==> config.mk <==
export PLATFORM = sky130hd
export DESIGN_NAME = alu_share_arb
export DESIGN_NICKNAME = d
export VERILOG_FILES = /design/src/rtl/alu_share_arb.sv
export SDC_FILE = /design/constraint.sdc
export NUM_CORES = 1
export LEC_CHECK = 0
export ABC_CLOCK_PERIOD_IN_PS = 3000
export BUFFER_PORTS_ARGS = -buffer_cell sky130_fd_sc_hd__buf_4
export CAP_MARGIN = 20
export CORE_AREA = 2 2 124 126
export CTS_BUF_LIST = sky130_fd_sc_hd__clkbuf_8 sky130_fd_sc_hd__clkbuf_16
export DETAILED_ROUTE_END_ITERATION = 12
export DIE_AREA = 0 0 126 128
export GPL_TIMING_DRIVEN = 0
export PLACE_DENSITY = 0.65
export SYNTH_ARGS = -nofsm -noshare
export SYNTH_HDL_FRONTEND = slang
export SYNTH_SLANG_ARGS = --single-unit
==> constraint.sdc <==
create_clock -name clk_i -period 3 [get_ports clk_i]
set_input_delay 0.6 -clock clk_i [delete_from_list [all_inputs] [get_ports clk_i]]
set_output_delay 0.6 -clock clk_i [all_outputs]
set_load 0.05 [all_outputs]
==> src/rtl/alu_share_arb.sv <==
// Two-requester arbiter in front of one shared combinational ALU.
// Each requester owns a one-deep result slot; results are registered with 1-cycle latency.
module alu_share_arb #(
  parameter int unsigned FIXED_PRIO = 0,
  parameter int unsigned MAX_ALUOP  = 9
) (
  input  logic        clk_i,
  input  logic        rst_ni,
  input  logic        req0_valid_i,
  output logic        req0_ready_o,
  input  logic [31:0] req0_op1_i,
  input  logic [31:0] req0_op2_i,
  input  logic [5:0]  req0_aluop_i,
  input  logic        req1_valid_i,
  output logic        req1_ready_o,
  input  logic [31:0] req1_op1_i,
  input  logic [31:0] req1_op2_i,
  input  logic [5:0]  req1_aluop_i,
  output logic        rsp0_valid_o,
  input  logic        rsp0_ready_i,
  output logic [31:0] rsp0_result_o,
  output logic        rsp0_err_o,
  output logic        rsp1_valid_o,
  input  logic        rsp1_ready_i,
  output logic [31:0] rsp1_result_o,
  output logic        rsp1_err_o,
  output logic [31:0] alu_op1_o,
  output logic [31:0] alu_op2_o,
  output logic [5:0]  alu_aluop_o,
  input  logic [31:0] alu_result_i
);

  localparam logic [5:0] MAX_OP_C = 6'(MAX_ALUOP);

  logic [1:0]  full_q, full_d;
  logic [31:0] res_q [2];
  logic [31:0] res_d [2];
  logic [1:0]  err_q, err_d;
  logic        ptr_q, ptr_d;

  logic [1:0]  free_s, elig_s, gnt_s, rsp_rdy_s;
  logic        illegal_s;
  logic [31:0] cap_res_s;

  // Eligibility and grant: ready never depends on operands, only on valids, rsp ready and state.
  always_comb begin
    rsp_rdy_s = {rsp1_ready_i, rsp0_ready_i};
    free_s    = ~full_q | rsp_rdy_s;
    elig_s    = {req1_valid_i, req0_valid_i} & free_s & {2{rst_ni}};
    case (elig_s)
      2'b01:   gnt_s = 2'b01;
      2'b10:   gnt_s = 2'b10;
      2'b11: begin
        if (FIXED_PRIO != 0) begin
          gnt_s = 2'b01;
        end else begin
          gnt_s = ptr_q ? 2'b10 : 2'b01;
        end
      end
      default: gnt_s = 2'b00;
    endcase
  end

  assign req0_ready_o = gnt_s[0];
  assign req1_ready_o = gnt_s[1];

  // Shared ALU port mux: zeros when idle.
  always_comb begin
    case (gnt_s)
      2'b01: begin
        alu_op1_o   = req0_op1_i;
        alu_op2_o   = req0_op2_i;
        alu_aluop_o = req0_aluop_i;
      end
      2'b10: begin
        alu_op1_o   = req1_op1_i;
        alu_op2_o   = req1_op2_i;
        alu_aluop_o = req1_aluop_i;
      end
      default: begin
        alu_op1_o   = 32'd0;
        alu_op2_o   = 32'd0;
        alu_aluop_o = 6'd0;
      end
    endcase
    illegal_s = (alu_aluop_o > MAX_OP_C);
    cap_res_s = illegal_s ? 32'd0 : alu_result_i;
  end

  // Slot and pointer next state; a draining slot clears so EMPTY slots always read as zero.
  always_comb begin
    full_d = full_q;
    err_d  = err_q;
    ptr_d  = ptr_q;
    for (int n = 0; n < 2; n++) begin
      res_d[n] = res_q[n];
      if (gnt_s[n]) begin
        full_d[n] = 1'b1;
        res_d[n]  = cap_res_s;
        err_d[n]  = illegal_s;
      end else if (full_q[n] && rsp_rdy_s[n]) begin
        full_d[n] = 1'b0;
        res_d[n]  = 32'd0;
        err_d[n]  = 1'b0;
      end else begin
        full_d[n] = full_q[n];
      end
    end
    if ((FIXED_PRIO == 0) && (gnt_s != 2'b00)) begin
      ptr_d = gnt_s[0];
    end else begin
      ptr_d = ptr_q;
    end
  end

  // State registers.
  always_ff @(posedge clk_i or negedge rst_ni) begin
    if (!rst_ni) begin
      full_q   <= 2'b00;
      res_q[0] <= 32'd0;
      res_q[1] <= 32'd0;
      err_q    <= 2'b00;
      ptr_q    <= 1'b0;
    end else begin
      full_q   <= full_d;
      res_q[0] <= res_d[0];
      res_q[1] <= res_d[1];
      err_q    <= err_d;
      ptr_q    <= ptr_d;
    end
  end

  assign rsp0_valid_o  = full_q[0];
  assign rsp1_valid_o  = full_q[1];
  assign rsp0_result_o = res_q[0];
  assign rsp1_result_o = res_q[1];
  assign rsp0_err_o    = err_q[0];
  assign rsp1_err_o    = err_q[1];

endmodule

---- Word level (Yosys, flattened, before mapping) ----
Cells that the tools add are included.
word-level totals
  bits in registers ....................... 69
  bits of input ports ..................... 178
  output and inout bits ................... 140
  word-level logic and storage cells ...... 38
operators by class
  order comparisons ....................... 1
  eq/ne operators ......................... 5
  multiplexer cells ....................... 16
  bitwise operators ....................... 4
  reduce and logical (&&, ||, !) cells .... 5
operator list
  kind                                                 count
  two-way mux 32 bit                                   5
  case mux 32 bit (2 select lines)                     2
  case mux 6 bit (2 select lines)                      1
  equality test 2 bit, second input constant           3
  > comparator 6 x 4 -> 1 bit, second input constant   1
  two-way mux 1 bit                                    6
  case mux 2 bit (3 select lines)                      1
  nonzero test 2 bit                                   3
  AND 2 bit                                            2
  equality test 2 x 1 -> 1 bit, second input constant  2
  logical AND 1 bit                                    2
  two-way mux 2 bit                                    1
  inverter 2 bit                                       1
  OR 2 bit                                             1

---- Depth between registers and ports, before layout ----
  depth after elaboration ................. 11
  gate-level depth with buffers ........... 10
  gate-level depth less buffers ........... 8

---- Least setup slack after synthesis ----
OpenSTA, ideal clock, no wires.
  path type ............................... reg2out
  start ................................... register full_q[0]
  end ..................................... output port alu_op2_o[21]
  arrival ................................. 3.149 ns
  required time ........................... 2.400 ns
  setup slack ............................. -0.749 ns
  stages on the path, launching flop included .. 10
  buffers on the path ..................... 3
  path through ............................ dfrtp_1 -> nor2b_2 -> a311o_2 -> inv_2 -> ha_1 -> buf_2 -> clkbuf_1 -> buf_1 -> a22oi_1 -> nor2_1
on the way
  cells in the longest elaborated chain, start to end .. 8
  elaborated cells on any way between the ends .. 11
  those cells by class .................... eq/ne (5); mux (2); bitwise (4)
RTL lines
  item                                                                        RTL line  text
  from (decl)                                                                 35        logic [1:0] full_q, full_d;
  from (signal assigned)                                                      125       full_q <= full_d;
  inverter 2 bit (*)                                                          48        free_s = ~full_q | rsp_rdy_s;
  OR 2 bit (*)                                                                48
  AND 2 bit (*) (2 in series)                                                 49        elig_s = {req1_valid_i, req0_valid_i} & free_s & {2{rst_ni}};
  equality test 2 bit / equality test 2 x 1 -> 1 bit (equally long branches)  50        case (elig_s)
  case mux 2 bit (3 select lines) (*)                                         50
  named net req0_ready_o                                                      10        output logic req0_ready_o,
  equality test 2 bit / equality test 2 x 1 -> 1 bit (equally long branches)  69        case (gnt_s)
  case mux 32 bit (2 select lines) (*)                                        69
  to (decl)                                                                   28        output logic [31:0] alu_op2_o,
The timed path passes the listed nets; every way through them passes the cells marked *.

---- Worst setup path in the final report ----
  start ................................... input port req1_valid_i
  end ..................................... output port alu_op2_o[3]
on the way
  cells in the longest elaborated chain, start to end .. 6
  elaborated cells on any way between the ends .. 9
  those cells by class .................... eq/ne (5); mux (2); bitwise (2)
RTL lines
  item                                                                        RTL line  text
  from (decl)                                                                 14        input logic req1_valid_i,
  AND 2 bit (*) (2 in series)                                                 49
  equality test 2 bit / equality test 2 x 1 -> 1 bit (equally long branches)  50
  case mux 2 bit (3 select lines) (*)                                         50
  equality test 2 bit / equality test 2 x 1 -> 1 bit (equally long branches)  69
  case mux 32 bit (2 select lines) (*)                                        69
Every way passes the cells marked *; elsewhere a longest branch is shown, timed or not.

==> run metrics <==
worst path required time 2.40 ns; post-route ant nets 0; YS warnings 0; area of the multi-input gates about 0.0022 sq mm; CTS max path bufs 2; max_cap viols 0; Worst setup SP type input port; nets 862; CTS HTree Levels 3; Synth area leader dfrtp_1; post-synthesis sequential area ratio 0.497; via count between 4000 and 5000; synth top area cells dfrtp_1, a22o_1, a22oi_1; Layout fillers 1317; Seq cells post-synth 69; Post-CTS Hold Fix Bufs 0; Power Dens Cells 551 mW/mm^2; Worst Tran Pin Value between 0.4 and 0.5 ns; Max Fclk 339 MHz; First-pass DRT Iterations 4; CP cell instances buf_4 > and2_4 > a311o_2 > clkinv_4 > ha_4 > buf_6 > clkbuf_16 > clkbuf_8 > a22oi_2 > nor2_4 > buf_6; GR Util All Layers 0.217; clock-pin slew on the worst setup and hold paths 0.06 ns; width of the die 126 microns; Synth top cells by count nor2_1, a22oi_1, dfrtp_1; syn_area_per_cell 10.4 sq um; Synth Cell Area 0.00347 sq mm; Final period util 0.984; final setup vio count 0; CP max-delay cell a311o_2; post-synthesis cell count between 300 and 400; Critical Path AT between 2 and 2.5 ns; Cell Rows 45; Die Ht 128 microns; CTS root buf clkbuf_16; Synth Flop Type dfrtp_1; core area around 0.015 sq mm; largest net degree at the start of global routing 36; total power 4.21 mW; I/O Buffers 317; Area Growth Syn to Fin 120%; critical-path maximum fanout 6; HP Class input port to async pin; clock skew 0.00362 ns; Worst slew margin 0.696; number of flops mapped to enable cells by yosys 0; final hold vios 0; status completed; clock period minus worst slack 2.95 ns; most common cell in the netlist nor2_1; Top cell by count, worst path buf_6; routability cong. about 0.94; Final Max Tran Viols 0; Routed WL around 18000 microns; Leak 3.57 nW; Clk Latency, worst-skew pair 0.33 ns; die area around 0.016 sq mm; drt drc 0; post-synth top area share 0.497; cts bufs inserted 9; CTS tree done; io pins 318; reg2reg path depth 10; Post-synth ARST share 1.00; initial antenna violation count 1; # clock sinks 69; syn nets 516; 1st-iter DRT viols ~230; Final Util 0.514; Critical Path Max Stage Delay 0.48 ns; total global routing overflow 0; share of cells above drive strength 1 0.748; Crit. End Element output port; starting density of the core 0.234; Vias per Instance 4.90; Cell variety after synth 24; WL/cell 20.8 microns; Post-DP HPWL 14200 microns; vias in the first global route 4516; first-pass GRT wire length 26900 microns; Reg area approximately 0.0017 sq mm; critical path class input port to output port; worst vdd ir 525 uV
final timing paths:
path / start / slack (ns) / end
setup / recovery: req1_valid_i / 0.05 / alu_op2_o[3]
hold / removal: rst_ni / 0.22 / rsp1_result_o[14]
setup reg to reg: full_q[1] / 0.38 / rsp1_result_o[1]
hold reg to reg: err_q[1] / 0.49 / err_q[1]
max in group asynchronous: rst_ni / 2.54 / rsp1_result_o[30]
min in group clk_i: err_q[1] / 0.49 / err_q[1]
per-stage QoR:
step	cells	hold WS (ns)	area [sq um]	TNS (ns)	worst slack [ns]
after CTS	872	0.204	7550	0	0.0171
final	875	0.217	7640	0	0.0492
after floorplan	335	0.304	3880	-3.84	-0.188
after global routing	875	0.200	7640	-0.0117	-0.00461
after detailed placement	840	0.481	6490	-134.19	-1.24
after global placement	840	0.477	6490	-125.49	-1.18
cells in the final DEF (no fill, tap or decap), drive strengths merged, types with 2 or more instances in the layout:
cell and instances:
nand2b 2, o2bb2ai 2, clkinv 3, inv 2, nand2 3, a22oi 70, buf 349, nor3 2
ha 3, o21ai 3, a22o 64, bufbuf 2, nor2 71, clkbuf 31, a21oi 3, dfrtp 69
critical path: cells and delay by family:
kind | cells | cell delay [ns]
compound gates | 2 | 0.57
fa+ha+maj | 1 | 0.13
buf+inv | 6 | 0.80
simple gates | 2 | 0.25
sequential cells by signal, indices dropped and copies added, names as in the netlist:
signal	count
rsp0_result_o	32
err_q	2
ptr_q	1
rsp1_result_o	32
full_q	2
final cells by class:
cell class                 count  share of cell area
timing repair buffer         336               0.355
multi-input combinational    228               0.286
sequential                    69               0.226
buffer                        34              0.0576
clock buffer                  12              0.0349
tap                          188              0.0308
clock inverter                 4             0.00606
inverter                       3             0.00278
antenna                        1            0.000327
what timing repair did:
item / in CTS / in global routing
resized for setup: 120 / 21
buffers inserted: 11 / 2
cloned: 6 / 0
endpoints found under the setup margin: 135 / 63
pin swaps: 8 / 8
metal layers:
layer  vias up  track usage  wire [microns]
li1       1977            -               -
met5         -            0               0
met3        17       0.0601            1420
met2       204        0.411           10000
met1      2088        0.240            6510
met4         0       0.0511             252
logic make-up after synthesis:
family / Yosys count / synth area share
buf+inv: 38 / 0.0515
fa+ha+maj: 3 / 0.0108
simple gates: 80 / 0.0976
compound gates: 145 / 0.343
flops: 69 / 0.497
power by group:
part           internal [mW]  switching, mW
Clock                  0.706          0.375
Sequential              1.08         0.0982
Combinational          0.734           1.21
Total                   2.52           1.69
(Power assumes the default switching activity.)
